--- config.mk ---
export PLATFORM = sky130hd
export DESIGN_NAME = weight_bank_scheduler
export DESIGN_NICKNAME = d
export VERILOG_FILES = /design/src/rtl/weight_bank_scheduler.sv
export SDC_FILE = /design/constraint.sdc
export NUM_CORES = 1
export LEC_CHECK = 0
export BUFFER_PORTS_ARGS = -buffer_cell sky130_fd_sc_hd__buf_4
export CORE_MARGIN = 1
export CORE_UTILIZATION = 40
export DETAILED_ROUTE_END_ITERATION = 10
export PLACE_DENSITY_LB_ADDON = 0.2
export SLEW_MARGIN = 10
export SYNTH_ARGS = -nofsm -noshare
export SYNTH_HDL_FRONTEND = slang
export SYNTH_SLANG_ARGS = --single-unit
--- constraint.sdc ---
create_clock -name clk -period 3.4 [get_ports clk]
set_input_delay 0.17 -clock clk [delete_from_list [all_inputs] [get_ports clk]]
set_output_delay 0.17 -clock clk [all_outputs]
set_load 0.01 [all_outputs]
--- src/rtl/weight_bank_scheduler.sv ---
// Double-buffered weight bank scheduler: the loader fills one bank while compute
// reads the other; each bank cycles EMPTY -> FULL -> IN_USE -> EMPTY.
module weight_bank_scheduler #(
  parameter int ADDR_W = 16,
  parameter int LEN_W  = 15
) (
  input  logic              clk,
  input  logic              reset,
  input  logic              load_req,
  input  logic [LEN_W-1:0]  load_len,
  input  logic              load_is_cnn,
  output logic              load_ack,
  input  logic              in_valid,
  output logic              in_ready,
  output logic              wr_en_fc,
  output logic              wr_en_cnn,
  output logic [ADDR_W-1:0] wr_addr,
  output logic              load_done,
  input  logic              cmp_req,
  output logic              cmp_grant,
  output logic              cmp_bank,
  output logic              cmp_active,
  input  logic              cmp_release,
  output logic [1:0]        bank_full
);

  localparam int OFF_W = ADDR_W - 1;
  localparam int CW    = ((LEN_W > OFF_W) ? LEN_W : OFF_W) + 1;

  typedef enum logic { IDLE, LOAD } state_e;
  typedef enum logic [1:0] { EMPTY = 2'd0, FULL = 2'd1, IN_USE = 2'd2 } bank_e;

  state_e             state_q;
  bank_e              bank_q [2];
  logic               fill_ptr_q;
  logic               rd_ptr_q;
  logic               cmp_bank_q;
  logic               cmp_active_q;
  logic               load_ack_q;
  logic               load_done_q;
  logic               cmp_grant_q;
  logic [LEN_W-1:0]   len_q;
  logic               mode_q;
  logic [OFF_W-1:0]   off_q;

  logic beat, last, zero_len, accept, finish, release_ok, grant;

  always_comb begin
    zero_len   = (len_q == '0);
    in_ready   = (state_q == LOAD) && !zero_len;
    beat       = in_valid && in_ready;
    // Widened compare so len-1 never wraps against the offset width
    last       = (CW'(off_q) == (CW'(len_q) - CW'(1)));
    accept     = (state_q == IDLE) && load_req && (bank_q[fill_ptr_q] == EMPTY);
    finish     = (state_q == LOAD) && (zero_len || (beat && last));
    release_ok = cmp_release && cmp_active_q;
    grant      = cmp_req && !cmp_active_q && (bank_q[rd_ptr_q] == FULL);

    wr_en_cnn  = beat && mode_q;
    wr_en_fc   = beat && !mode_q;
    wr_addr    = {fill_ptr_q, off_q};
    load_ack   = load_ack_q;
    load_done  = load_done_q;
    cmp_grant  = cmp_grant_q;
    cmp_bank   = cmp_bank_q;
    cmp_active = cmp_active_q;
    bank_full  = {bank_q[1] == FULL, bank_q[0] == FULL};
  end

  always_ff @(posedge clk or negedge reset) begin
    if (!reset) begin
      state_q      <= IDLE;
      bank_q[0]    <= EMPTY;
      bank_q[1]    <= EMPTY;
      fill_ptr_q   <= 1'b0;
      rd_ptr_q     <= 1'b0;
      cmp_bank_q   <= 1'b0;
      cmp_active_q <= 1'b0;
      load_ack_q   <= 1'b0;
      load_done_q  <= 1'b0;
      cmp_grant_q  <= 1'b0;
      len_q        <= '0;
      mode_q       <= 1'b0;
      off_q        <= '0;
    end else begin
      load_ack_q  <= accept;
      load_done_q <= finish;
      cmp_grant_q <= grant;

      case (state_q)
        IDLE: begin
          if (accept) begin
            state_q <= LOAD;
            len_q   <= load_len;
            mode_q  <= load_is_cnn;
            off_q   <= '0;
          end
        end
        LOAD: begin
          if (beat) off_q <= off_q + OFF_W'(1);
          if (finish) begin
            state_q            <= IDLE;
            bank_q[fill_ptr_q] <= FULL;
            fill_ptr_q         <= ~fill_ptr_q;
          end
        end
        default: state_q <= IDLE;
      endcase

      // Grant needs cmp_active low and release needs it high, so they never collide;
      // a completing load always targets the bank compute does not own.
      if (release_ok) begin
        bank_q[cmp_bank_q] <= EMPTY;
        rd_ptr_q           <= ~rd_ptr_q;
        cmp_active_q       <= 1'b0;
      end
      if (grant) begin
        bank_q[rd_ptr_q] <= IN_USE;
        cmp_bank_q       <= rd_ptr_q;
        cmp_active_q     <= 1'b1;
      end
    end
  end

endmodule
==> impl_table.tex <==
\begin{tabular}{lr}
\hline
Metric & Value \\
\hline
\multicolumn{2}{l}{\textbf{Status}} \\
Run status & finished clean \\
\multicolumn{2}{l}{\textbf{Worst setup path}} \\
Kind of cell adding the most delay to the critical path & simple AND/OR/NAND/NOR gates \\
Buf/Inv on CP & 2 \\
Required time at the endpoint of the critical path & 3.23 ns \\
Arrival @ worst endpoint & 3.02 ns \\
Startpoint-to-endpoint class of the critical path & reg2out \\
Maximum cell stage delay along the critical path & 0.65 ns \\
Startpoint kind of the worst setup timing path & flop \\
Top fanout value on the critical path & 10 \\
Capturing point of the worst reg2reg path & bank\_q[1]\$\_DFF\_PN0\_ \\
Most common cell on crit path & buf\_4 \\
Capturing element type of the critical path & primary output \\
Slowest cell on the critical path & or4\_1 \\
Startpoint of the worst-slack reg-to-reg timing path & len\_q[8]\$\_DFFE\_PN0P\_ \\
Worst reg-to-reg setup slack & 0.38 ns \\
Cells along the critical path & or4\_1 > or4\_2 > o211ai\_2 > buf\_4 > nor2\_1 > buf\_4 \\
Cell depth of the worst flop-to-flop path & 6 \\
\multicolumn{2}{l}{\textbf{Detailed routing}} \\
Vias per std cell & 5.393 \\
Post-detailed-route wirelength per cell & 14.92 um \\
Number of routed nets with antenna violations & 0 \\
Iteration-0 DRC count of the detailed router & 92 \\
Number of vias after detailed routing & 2249 \\
DRC violations left & 0 \\
Final wirelength & 6.220 mm \\
First-pass iteration count of the detailed router & 4 \\
\multicolumn{2}{l}{\textbf{STA}} \\
Final min period & 3.186 ns \\
Unrepaired setup endpoints after global routing & false \\
Hold violation count in the final report & 0 \\
Fraction of the cycle the final worst path needs & 93.69\% \\
Final sum of negative setup slack & 0 ns \\
Highest Clock Rate & 0.3139 GHz \\
Setup Skew & 0.005681 ns \\
Final Setup Violations & 0 \\
Max Transition Viols Final & 0 \\
Relative max-transition margin & 56.19\% \\
Worst Max-Slew Pin Slew & 0.6406 ns \\
\multicolumn{2}{l}{\textbf{Worst hold path}} \\
HP Start & load\_len[9] \\
Destination of the worst hold path & len\_q[9]\$\_DFFE\_PN0P\_ \\
Hold depth & 3 \\
Kind of path behind the tightest hold check & in2reg \\
\multicolumn{2}{l}{\textbf{Cells and area}} \\
Number of antenna cells inserted & 0 \\
Non-filler instance count after layout & 417 \\
Post-layout net count & 368 \\
Area growth, synth to finish & 18.84\% \\
Share of post-route cells with drive strength above 1 & 19.30\% \\
\# fillers & 595 \\
\multicolumn{2}{l}{\textbf{Yosys}} \\
Predominant post-synthesis flop cell & dfrtp\_1 \\
Share of synthesized registers carrying an async set or reset & 100.0\% \\
Number of warnings reported in the yosys synthesis log & 0 \\
Post-synth top cells & nand2\_1 (57), dfrtp\_1 (43), nor2\_1 (30), xnor2\_1 (26), inv\_1 (14) \\
Cell area after synthesis & 2577 sq um \\
Count of flip-flops with a built-in enable after synthesis & 0 \\
Average cell area after synthesis & 8.563 sq um \\
Register bit total from synthesis & 43 \\
Most frequently used cell type in the post-synthesis netlist & nand2\_1 \\
Sequential fraction of the synthesis area & 41.75\% \\
Cell variety after synth & 50 \\
Share of the synthesized area in the top cell type & 41.75\% \\
Largest area contributor in the netlist & dfrtp\_1 \\
Number of nets produced by synthesis & 326 \\
Biggest area contributors in the synthesized netlist & dfrtp\_1 (42\%), xnor2\_1 (8.8\%), nand2\_1 (8.3\%) \\
Synthesized instance count & 301 \\
\multicolumn{2}{l}{\textbf{Global routing}} \\
Combined global-route utilization of all metal layers & 20.05\% \\
First-pass GRT wire length & 10.08 mm \\
Largest net degree at the start of global routing & 44 \\
Antenna violations before repair & 0 \\
Total congestion overflow & 0 \\
Via count of the first global-routing pass & 2097 \\
\multicolumn{2}{l}{\textbf{Power}} \\
Switching power & 0.001110 W \\
Proportion of power drawn by the clock network & 12.3\% \\
Net Sw Frac & 44.10\% \\
Leak pwr & 1.374 nW \\
Worst IR drop on VDD & 346.7 uV \\
Reg power frac & 40.4\% \\
Int Power & 0.001407 W \\
Total power per unit cell area & 821.6 nW/um\^{}2 \\
Share of power burned in combinational logic & 47.3\% \\
\multicolumn{2}{l}{\textbf{Clock network}} \\
CTS tree & yes \\
CTS clk-pin slew, worst paths & 0.08 ns \\
Total number of clock tree sinks & 43 \\
H-tree levels & 2 \\
Worst skew pair latency & 0.30 ns \\
Total clock buffers created by CTS & 5 \\
Number of buffers between clock root and the deepest sink & 2 \\
Clock root buffer & clkbuf\_8 \\
\multicolumn{2}{l}{\textbf{Die}} \\
X dimension of the die & 82.27 um \\
Area of the core region & 6061 sq um \\
Top-level port count & 48 \\
Die Footprint & 6768 sq um \\
Die height & 82.27 um \\
Row Count & 28 \\
Initial Utilization & 42.53\% \\
\multicolumn{2}{l}{\textbf{Place}} \\
Final HPWL DP & 4.610 mm \\
Number of cells in the design after placement & 410 \\
Routability-driven placement congestion ratio & 0.9401 \\
Port Buf Inserts & 47 \\
\multicolumn{2}{l}{\textbf{Run}} \\
Max-cap check violation count & 0 \\
\hline
\end{tabular}
power by group through the flow:
| stage | sequential, W | combinational (W) | clock (W) |
|---|---|---|---|
| after global routing | 0.00106 | 0.00133 | 0.000336 |
| final | 0.00102 | 0.00119 | 0.000310 |
| after CTS | 0.00101 | 0.00119 | 0.000319 |
| after floorplan | 0.000913 | 0.000897 | 0 |
| after detailed placement | 0.00102 | 0.00119 | 0 |
| after global placement | 0.00101 | 0.00117 | 0 |
final cells by class:
cell class,count,area [sq um],area share (%)
Multi-Input combinational cell,228,1379,45.02
Timing Repair Buffer,51,385.4,12.58
Inverter,14,52.55,1.716
Tap cell,75,93.84,3.064
Clock inverter,1,7.507,0.2451
Clock buffer,5,68.82,2.247
Sequential cell,43,1076,35.13
tightest hold or removal path, delay by kind of cell:
kind | cells | cell delay [ns]
buf+inv | 1 | 0.08
simple gates | 2 | 0.08
per-layer routing:
layer | GRT usage (%) | share of wire [%]
met4 | 5.088 | 0.98
met3 | 3.626 | 5.2
met1 | 28.07 | 48
met2 | 31.82 | 46
met5 | 0 | 0
layout by cell type, fill, tap and decap left out, types with 2 or more instances in the layout:
cell       count
nand4b_1       3
a311oi_1       2
dfrtp_1       43
ha_1           3
buf_4         50
o21ai_0        7
a2111oi_0      4
a211oi_1       5
o2111ai_1      2
o41ai_1        2
nand3_1       11
a21o_1         2
o22ai_1        2
a21oi_1       11
or3_1          2
xor2_1         7
clkbuf_8       5
nor3_1         8
nor2_1        30
nand2_1       57
xnor2_1       26
nand2b_1       3
nor2b_1        5
nand4_1        2
or4_1          5
and3_1         4
inv_1         14
or2_2          2
nor4_1         3
a22o_1         2
flip-flops by register name (all words and copies together), names as in the netlist:
| signal | flops |
|---|---|
| cmp_active | 1 |
| bank_q | 4 |
| cmp_grant | 1 |
| off_q | 15 |
| load_ack | 1 |
| state_q | 1 |
| len_q | 15 |
| fill_ptr_q | 1 |
| mode_q | 1 |
| cmp_bank | 1 |
| load_done | 1 |
| rd_ptr_q | 1 |
kinds of logic after synthesis:
group | after synthesis | share of synthesized area, %
adder cells (fa/ha/maj) | 3 | 1.456
multiplexers | 1 | 0.3884
AO/OA/AOI/OAI | 49 | 14.22
XOR/XNOR | 33 | 11.21
flip-flops | 43 | 41.75
buffers and inverters | 30 | 4.757
AND/OR/NAND/NOR | 142 | 26.21
worst max-delay path by stage:
| stage | depth (start not counted) | end | slack, ns | from |
|---|---|---|---|---|
| 6_report | 6 | wr_en_fc | 0.21 | len_q[8]$_DFFE_PN0P_ |
| 3_3_place_gp | 6 | bank_q[1]$_DFF_PN0_ | 0.49 | len_q[8]$_DFFE_PN0P_ |
| 5_1_grt | 6 | wr_en_fc | 0.08 | len_q[8]$_DFFE_PN0P_ |
| 3_5_place_dp | 6 | bank_q[1]$_DFF_PN0_ | 0.41 | len_q[8]$_DFFE_PN0P_ |
| 2_1_floorplan | 7 | state_q$_DFF_PN0_ | 0.70 | len_q[8]$_DFFE_PN0P_ |
| 4_1_cts | 6 | wr_en_fc | 0.23 | len_q[8]$_DFFE_PN0P_ |
through the flow:
step | hold WS, ns | cell area [sq um] | worst slack [ns] | utilization, % | total power (W)
2_1_floorplan | -0.1256 | 2577 | 0.7012 | - | 0.001810
3_3_place_gp | 0.2014 | 2977 | 0.4902 | 49.11 | 0.002180
3_5_place_dp | 0.1994 | 2977 | 0.4136 | 49.11 | 0.002210
4_1_cts | 0.05315 | 3063 | 0.2314 | 50.54 | 0.002524
5_1_grt | 0.05300 | 3063 | 0.07747 | 50.54 | 0.002724
6_report | 0.05873 | 3063 | 0.2145 | 50.54 | 0.002516
repair_timing:
action / CTS / global route
endpoints found under the hold margin: 43 / 0
gates resized for setup: 0 / 0
buffers inserted: 0 / 0
hold buffers: 1 / 0
endpoints found under the setup margin: 0 / 0
Power figures use the tool's default switching activity.
